**src/rtl/sseg_scan_capture_if.sv**
```systemverilog
// Frame readback port of the seven-segment capture block.
// The capture block is the master; the consumer of decoded frames is the slave.
interface sseg_scan_capture_if #(
  parameter int DIGITS = 4
);
  logic                  out_ready;
  logic                  out_valid;
  logic [4*DIGITS-1:0]   out_value;
  logic                  out_neg;
  logic                  out_err;
  logic                  out_ovr;

  modport master (
    input  out_ready,
    output out_valid, out_value, out_neg, out_err, out_ovr
  );

  modport slave (
    output out_ready,
    input  out_valid, out_value, out_neg, out_err, out_ovr
  );
endinterface

```
**src/rtl/sseg_scan_capture.sv**
```systemverilog
// Recovers the hex word and sign from a multiplexed active-low seven-segment bus.
// Debounces each digit pattern, then presents whole frames through a one-entry buffer.
module sseg_scan_capture #(
  parameter int DIGITS        = 4,
  parameter int STABLE_CYCLES = 4
) (
  input  logic              clk,
  input  logic              rst_n,
  input  logic [6:0]        seg_in,
  input  logic [DIGITS-1:0] dig_sel,
  input  logic [6:0]        neg_in,
  sseg_scan_capture_if.master frame
);

  localparam int CW = (STABLE_CYCLES > 2) ? $clog2(STABLE_CYCLES) : 1;
  localparam logic [CW-1:0] CNT_MAX = CW'(STABLE_CYCLES - 1);
  localparam logic [CW-1:0] CNT_CAP = CW'(STABLE_CYCLES - 2);

  localparam logic [0:0] COLLECT = 1'b0;
  localparam logic [0:0] PRESENT = 1'b1;

  logic [DIGITS+6:0]   last_q;
  logic [CW-1:0]       cnt_q;
  logic [DIGITS-1:0]   mask_q;
  logic [4*DIGITS-1:0] digits_q;
  logic                err_q;
  logic [0:0]          state_q;

  logic                onehot, same, capture, complete, load, accept;
  logic [4:0]          dec;
  logic                neg_val, neg_bad;
  logic [DIGITS-1:0]   mask_next;
  logic [4*DIGITS-1:0] digits_next;

  // Result is {error, nibble}; unknown patterns decode to 0 with the error bit set.
  function automatic logic [4:0] decode_seg(input logic [6:0] seg);
    case (seg)
      7'b0000001: decode_seg = 5'h00;
      7'b1001111: decode_seg = 5'h01;
      7'b0010010: decode_seg = 5'h02;
      7'b0000110: decode_seg = 5'h03;
      7'b1001100: decode_seg = 5'h04;
      7'b0100100: decode_seg = 5'h05;
      7'b0100000: decode_seg = 5'h06;
      7'b0001111: decode_seg = 5'h07;
      7'b0000000: decode_seg = 5'h08;
      7'b0000100: decode_seg = 5'h09;
      7'b0001000: decode_seg = 5'h0A;
      7'b1100000: decode_seg = 5'h0B;
      7'b0110001: decode_seg = 5'h0C;
      7'b1000010: decode_seg = 5'h0D;
      7'b0110000: decode_seg = 5'h0E;
      7'b0111000: decode_seg = 5'h0F;
      default:    decode_seg = 5'h10;
    endcase
  endfunction

  always_comb begin
    onehot      = (dig_sel != '0) && ((dig_sel & (dig_sel - DIGITS'(1))) == '0);
    same        = ({dig_sel, seg_in} == last_q);
    capture     = onehot && same && (cnt_q == CNT_CAP);
    dec         = decode_seg(seg_in);
    mask_next   = mask_q | dig_sel;
    complete    = capture && (mask_next == '1);
    accept      = (state_q == PRESENT) && frame.out_ready;
    load        = complete && ((state_q == COLLECT) || frame.out_ready);
    neg_val     = (neg_in == 7'b1111110);
    neg_bad     = (neg_in != 7'b1111111) && (neg_in != 7'b1111110);
    digits_next = digits_q;
    for (int i = 0; i < DIGITS; i++) begin
      if (dig_sel[i]) digits_next[4*i +: 4] = dec[3:0];
    end
  end

  // Saturating counter stops at its top value so a held pattern captures only once.
  always_ff @(posedge clk or negedge rst_n) begin
    if (!rst_n) begin
      last_q <= '0;
      cnt_q  <= '0;
    end else begin
      last_q <= {dig_sel, seg_in};
      if (!onehot || !same)   cnt_q <= '0;
      else if (cnt_q != CNT_MAX) cnt_q <= cnt_q + CW'(1);
    end
  end

  always_ff @(posedge clk or negedge rst_n) begin
    if (!rst_n) begin
      digits_q <= '0;
      mask_q   <= '0;
      err_q    <= 1'b0;
    end else if (capture) begin
      digits_q <= digits_next;
      if (complete) begin
        mask_q <= '0;
        err_q  <= 1'b0;
      end else begin
        mask_q <= mask_next;
        err_q  <= err_q | dec[4];
      end
    end
  end

  // A completed frame overwrites the buffer only if it is empty or being drained this edge.
  always_ff @(posedge clk or negedge rst_n) begin
    if (!rst_n) begin
      state_q         <= COLLECT;
      frame.out_value <= '0;
      frame.out_neg   <= 1'b0;
      frame.out_err   <= 1'b0;
      frame.out_ovr   <= 1'b0;
    end else begin
      frame.out_ovr <= 1'b0;
      if (load) begin
        frame.out_value <= digits_next;
        frame.out_err   <= err_q | dec[4] | neg_bad;
        frame.out_neg   <= neg_val;
        state_q         <= PRESENT;
      end else if (complete) begin
        frame.out_ovr <= 1'b1;
      end else if (accept) begin
        state_q <= COLLECT;
      end
    end
  end

  assign frame.out_valid = (state_q == PRESENT);

endmodule
```
**src/flat_wrapper.sv**
```systemverilog
// flat-port wrapper written by rule: the top's interface ports become plain ports
module sseg_scan_capture_flat 
#(
  parameter int DIGITS        = 4,
  parameter int STABLE_CYCLES = 4
)
  (clk, rst_n, seg_in, dig_sel, neg_in, frame_out_ready, frame_out_valid, frame_out_value, frame_out_neg, frame_out_err, frame_out_ovr);
  sseg_scan_capture_if #(.DIGITS(DIGITS)) frame_i ();
  input  logic clk;
  input  logic rst_n;
  input  logic [6:0] seg_in;
  input  logic [DIGITS-1:0] dig_sel;
  input  logic [6:0] neg_in;
  input wire logic [$bits(frame_i.out_ready)-1:0] frame_out_ready;
  output wire logic [$bits(frame_i.out_valid)-1:0] frame_out_valid;
  output wire logic [$bits(frame_i.out_value)-1:0] frame_out_value;
  output wire logic [$bits(frame_i.out_neg)-1:0] frame_out_neg;
  output wire logic [$bits(frame_i.out_err)-1:0] frame_out_err;
  output wire logic [$bits(frame_i.out_ovr)-1:0] frame_out_ovr;
  assign frame_i.out_ready = frame_out_ready;
  assign frame_out_valid = frame_i.out_valid;
  assign frame_out_value = frame_i.out_value;
  assign frame_out_neg = frame_i.out_neg;
  assign frame_out_err = frame_i.out_err;
  assign frame_out_ovr = frame_i.out_ovr;
  sseg_scan_capture #(.DIGITS(DIGITS), .STABLE_CYCLES(STABLE_CYCLES)) u_core (.clk(clk), .rst_n(rst_n), .seg_in(seg_in), .dig_sel(dig_sel), .neg_in(neg_in), .frame(frame_i));
endmodule
```
**config.mk**
```make
export PLATFORM = sky130hd
export DESIGN_NAME = sseg_scan_capture_flat
export DESIGN_NICKNAME = d
export VERILOG_FILES = /design/src/rtl/sseg_scan_capture_if.sv /design/src/rtl/sseg_scan_capture.sv /design/src/flat_wrapper.sv
export SDC_FILE = /design/constraint.sdc
export NUM_CORES = 1
export LEC_CHECK = 0
export CORE_ASPECT_RATIO = 0.5
export CORE_MARGIN = 4
export CORE_UTILIZATION = 35
export DETAILED_ROUTE_END_ITERATION = 7
export DONT_BUFFER_PORTS = 1
export HOLD_SLACK_MARGIN = 0.02
export PLACE_DENSITY = 0.49
export SLEW_MARGIN = 0
export SYNTH_ARGS = -nofsm -noshare
export SYNTH_HDL_FRONTEND = slang
export SYNTH_SLANG_ARGS = --single-unit
```
**constraint.sdc**
```tcl
create_clock -name clk -period 2.7 [get_ports clk]
set_input_delay 0.405 -clock clk [delete_from_list [all_inputs] [get_ports clk]]
set_output_delay 0.405 -clock clk [all_outputs]
set_load 0.01 [all_outputs]
```
# Word level (Yosys, flattened, before mapping)
# Cells that the tools add are included.
# W data, S select, Z words.
# classes
addsub	2
n_mul	0
div_mod_pow	0
order_cmp	0
eq_ne	23
n_shift	0
muxes	14
bitwise	5
n_reduce_logical	17
# op_table
operator	n
$pmux W5 S16	1
$eq A7 B6 Y1 const B	5
$eq A7 B7 Y1 const B	5
$mux W4	5
$eq A7 B3 Y1 const B	2
$eq A7 B4 Y1 const B	2
$ne A7 B7 Y1 const B	2
$eq A11 B11 Y1	1
$eq A7 B1 Y1 const B	1
$eq A7 B5 Y1 const B	1
$logic_and A1 B1 Y1	7
$logic_not A7 Y1	1
$mux W1	6
$and A4 B4 Y4	1
$eq A4 B4 Y1 const B	1
$logic_not A4 Y1	1
$mux W2	2
$ne A2 B2 Y1 const B	2
$or A4 B4 Y4	1
$reduce_bool A2 Y1	2
$reduce_bool A4 Y1	1
$sub A4 B1 Y4 const B	1
$add A2 B1 Y2 const B	1
$eq A2 B2 Y1 const B	1
5 further kinds	8
# word_totals
ff_bits	54
latch_bits	0
ram_bits	0
romBits	0
inputBits	21
out_inout_bits	20
word_cells	71
memories	0

# Depth between registers and ports, before layout
# depth
depth_word	10
depth_mapped	7
depth_no_buf	5

# Least setup slack after synthesis
# Ideal clock, no wire load.
# synth_path
kind	in2reg
startpoint	in seg_in[3]
endpoint	reg u_core.frame.out_err
setup_time_ns	0.125
arrival_ns	2.037
t_required_ns	2.575
path_slack_ns	0.538
cell_stages	7
path_buffers	2
path_cell_list	clkbuf_1 -> xnor2_1 -> nand4_1 -> nor4_4 -> nand4_4 -> buf_6 -> mux2_4
# synth_between
elab_chain_len	5
word_cells_on_any_way	24
classes_between	16 x eq/ne; 1 x mux; 2 x bitwise; 5 x reduce/logical
# synth_lines
element	line_no	rtl
start: declaration	flat_wrapper.sv:11	input logic [6:0] seg_in;
branches (longest 5 deep; another with $pmux W5 S16)	n/a	
end signal: assignment	sseg_scan_capture.sv:116	frame.out_err <= err_q | dec[4] | neg_bad;
end: declaration	sseg_scan_capture_if.sv:15	output out_valid, out_value, out_neg, out_err, out_ovr
# Several ways; the timed one is not identified.
# A chain may end at the register's enable or synchronous reset.

# Final worst setup path
# layout_path
startpoint	reg u_core.last_q[7]
endpoint	reg u_core.frame.out_value[14]
# layout_between
elab_chain_len	5
# layout_lines
element	line_no	rtl
start: declaration	sseg_scan_capture.sv:22	logic [DIGITS+6:0] last_q;
start signal: assignment	sseg_scan_capture.sv:81	last_q <= {dig_sel, seg_in};
$eq A11 B11 Y1	sseg_scan_capture.sv:60	same = ({dig_sel, seg_in} == last_q);
$logic_and A1 B1 Y1 (2 in series)	sseg_scan_capture.sv:61	capture = onehot && same && (cnt_q == CNT_CAP);
$logic_and A1 B1 Y1	sseg_scan_capture.sv:64	complete = capture && (mask_next == '1);
$logic_and A1 B1 Y1	sseg_scan_capture.sv:66	load = complete && ((state_q == COLLECT) || frame.out_ready);
end signal: assignment	sseg_scan_capture.sv:115	frame.out_value <= digits_next;
end: declaration	sseg_scan_capture_if.sv:15	
# Every way passes these cells.

==> results.yml <==
cells_and_area:
  drive_above_1_share: 0.0898
  ff_latch_area_um2: 1350
  multi_input_area_um2: 1390
  instances_no_fill: 364
  num-fill-cells: 735
  final_nets: 278
  diodes: 0
  area_growth_pct: 8.81
logic_synthesis:
  syn_area_um2: 2850
  yosys-top-cells-area: "dfrtp_1 47%, mux2_1 7.1%, mux2_4 3.2%"
  yosysUniqueCellTypes: 53
  avgSynthCellArea_um2: 10.7
  synth-edff-count: 0
  synth_top_area_frac: 0.473
  syn_inst: 266
  synthArstFlopShare: 1.00
  ys_seq_area_frac: 0.473
  synth_area_leader_cell: "dfrtp_1"
  ys_warn_count: 0
  synth_common_cells: "54 x dfrtp_1, 23 x nor2_1, 18 x mux2_1"
  ys_ff_latch: 54
  synth_ff_type: "dfrtp_1"
  syn_nets: 289
  synth_most_common_cell: "dfrtp_1"
critical_path:
  reg2reg_from: "u_core.last_q[7]$_DFF_PN0_"
  critPathMaxStageDelay_ns: 0.45
  ff2ff_setup_slack_ns: 0.36
  crit_chain: "or3b_1 > a31o_1 > nor4_4 > nand4_4 > mux2_1"
  slowest_stage: "mux2_1"
  critical_path_class: "reg2reg"
  required_ns: 2.87
  worstReg2RegEnd: "u_core.frame.out_value[14]$_DFFE_PN0P_"
  worstPathArrival_ns: 2.51
  crit_fanout: 18
  end_kind: "register"
  start_kind: "register"
  reg2regPathDepth: 5
clock_tree:
  htreeDepth: 2
  cts_setup_buffers: 0
  cts.clk_slew.worst_paths_ns: 0.06
  clk-insertion-delay-late_ns: 0.29
  cts_sinks: 54
  hold_buffers: 2
  root_buffer: "clkbuf_16"
  clk_path_buf_depth: 2
  cts_resized: 0
  cts_inserted_buffers: 5
  cts_tree: "done"
global_routing:
  grt_start_max_net_pins: 55
  grt_remaining_overflow: 0
  grt_usage: 0.141
  grt_pass1_vias: 1886
  grt_pass1_wl_um: 10500
  antenna_found_initial: 0
min_path:
  min-delay-start: "dig_sel[0]"
  whs_path_depth: 0
  hold_path_class: "in2reg"
  whs_endpoint: "u_core.last_q[7]$_DFF_PN0_"
die:
  dieArea_um2: 9750
  core_area_um2: 7620
  dieWidth_um: 136
  row_count: 22
  start_util: 0.374
  fp.dieH_um: 71.9
  ioPinCount: 41
timing:
  setup_viol: 0
  max_slew_margin: 0.602
  fmax_mhz: 427
  setup_tns_ns: 0
  fin_crit_sh: 0.867
  min_period_ns: 2.34
  worstMarginPinSlew_ns: 0.595
  hold_violations: 0
  skew_ns: 0.00413
  rsz0062_at_grt: "false"
  final_max_slew_viol_count: 0
route:
  wl_per_cell_um: 18.1
  drc: 0
  vias_per_cell: 5.45
  dr.pass1.iters: 5
  antenna_left: 0
  drt_iter0_markers: 123
  via_count: 1982
  totalWireLength_um: 6590
placement:
  gp_routability_congestion: 0.783
  portBuffers: 0
  hpwl_um: 4680
  placed_cells: 354
power:
  p_leak_uw: 0.00144
  p_per_area_nw_per_um2: 531
  vdd_drop_max_uv: 251
outcome:
  status: "completed"
job:
  cap_violations: 0
==> layout by cell type, fill, tap and decap left out, types with 5 or more instances in the layout <==
| cell | synthesis | final |
|---|---|---|
| dfrtp_1 | 54 | 54 |
| nor2_1 | 23 | 23 |
| mux2_1 | 18 | 18 |
| nand2_1 | 15 | 15 |
| xnor2_1 | 10 | 10 |
| a31oi_1 | 10 | 10 |
| a21oi_1 | 9 | 9 |
| nor3_1 | 7 | 7 |
| inv_1 | 6 | 6 |
| o22ai_1 | 6 | 6 |
| mux2i_1 | 6 | 6 |
| mux2_4 | 6 | 6 |
| mux2_2 | 6 | 6 |
| o21ai_1 | 5 | 5 |
| o21a_1 | 5 | 5 |
| clkbuf_16 | 0 | 5 |
==> state kept, by name, indices dropped and copies added (netlist names) <==
signal / cells
u_core.cnt_q: 2
u_core.mask_q: 4
u_core.frame.out_ovr: 1
u_core.frame.out_valid: 1
u_core.last_q: 11
u_core.frame.out_err: 1
u_core.err_q: 1
u_core.frame.out_value: 16
u_core.digits_q: 16
u_core.frame.out_neg: 1
==> stage by stage <==
step	util	worst slack, ns	hold WS [ns]	cell area [um^2]	total power, uW
after detailed placement	0.381	0.308	0.111	2900	927
after global routing	0.407	0.221	0.128	3110	1720
after floorplan	-	0.538	0.109	2850	933
after global placement	0.381	0.398	0.111	2900	925
final	0.407	0.360	0.141	3110	1650
after CTS	0.407	0.334	0.135	3110	1680
==> worst max-delay path: cells and delay by family (launching register included) <==
family / cells / cell delay, ns
flip-flops: 1 / 0.40
AO/OA/AOI/OAI: 1 / 0.25
AND/OR/NAND/NOR: 3 / 1.11
multiplexers: 1 / 0.45
==> how the worst max path moves through the flow <==
stage | startpoint | to | slack (ns)
after floorplan | seg_in[3] | u_core.frame.out_err$_DFFE_PN0P_ | 0.54
after global placement | dig_sel[0] | u_core.frame.out_value[14]$_DFFE_PN0P_ | 0.40
after detailed placement | dig_sel[0] | u_core.frame.out_value[14]$_DFFE_PN0P_ | 0.31
after CTS | u_core.last_q[7]$_DFF_PN0_ | u_core.frame.out_value[5]$_DFFE_PN0P_ | 0.33
after global routing | u_core.last_q[7]$_DFF_PN0_ | u_core.frame.out_value[14]$_DFFE_PN0P_ | 0.22
final | u_core.last_q[7]$_DFF_PN0_ | u_core.frame.out_value[14]$_DFFE_PN0P_ | 0.36
==> final cells by class <==
type                       count  share of cell area
clock buffer                   6              0.0415
clock inverter                 2              0.0121
inverter                       6             0.00725
multi-input combinational    186               0.448
sequential                    54               0.435
tap                          108              0.0435
timing repair buffer           2              0.0121
==> cell families (layout without fill, tap and decap cells) <==
| family | after synthesis | count (layout) | share of synthesized area |
|---|---|---|---|
| fa+ha+maj | 2 | 2 | 0.00877 |
| mux | 36 | 36 | 0.147 |
| xor+xnor | 12 | 12 | 0.0368 |
| buf+inv | 26 | 16 | 0.0386 |
| simple gates | 86 | 86 | 0.178 |
| flops | 54 | 54 | 0.473 |
| compound gates | 50 | 50 | 0.117 |
==> power breakdown <==
part           internal [uW]  leakage (uW)  switching [uW]
combinational           50.0      0.000654            61.5
sequential               817      0.000708            4.04
clock                    438     0.0000771             277
total                   1300       0.00144             343
==> routing by layer <==
metal / share of wire / up-vias / global-route usage
li1: - / 943 / -
met1: 0.51 / 969 / 0.213
met2: 0.40 / 63 / 0.195
met3: 0.075 / 7 / 0.0379
met4: 0.0083 / 0 / 0.0380
met5: 0 / - / 0
Note: power is estimated with default switching activity, not from simulation.
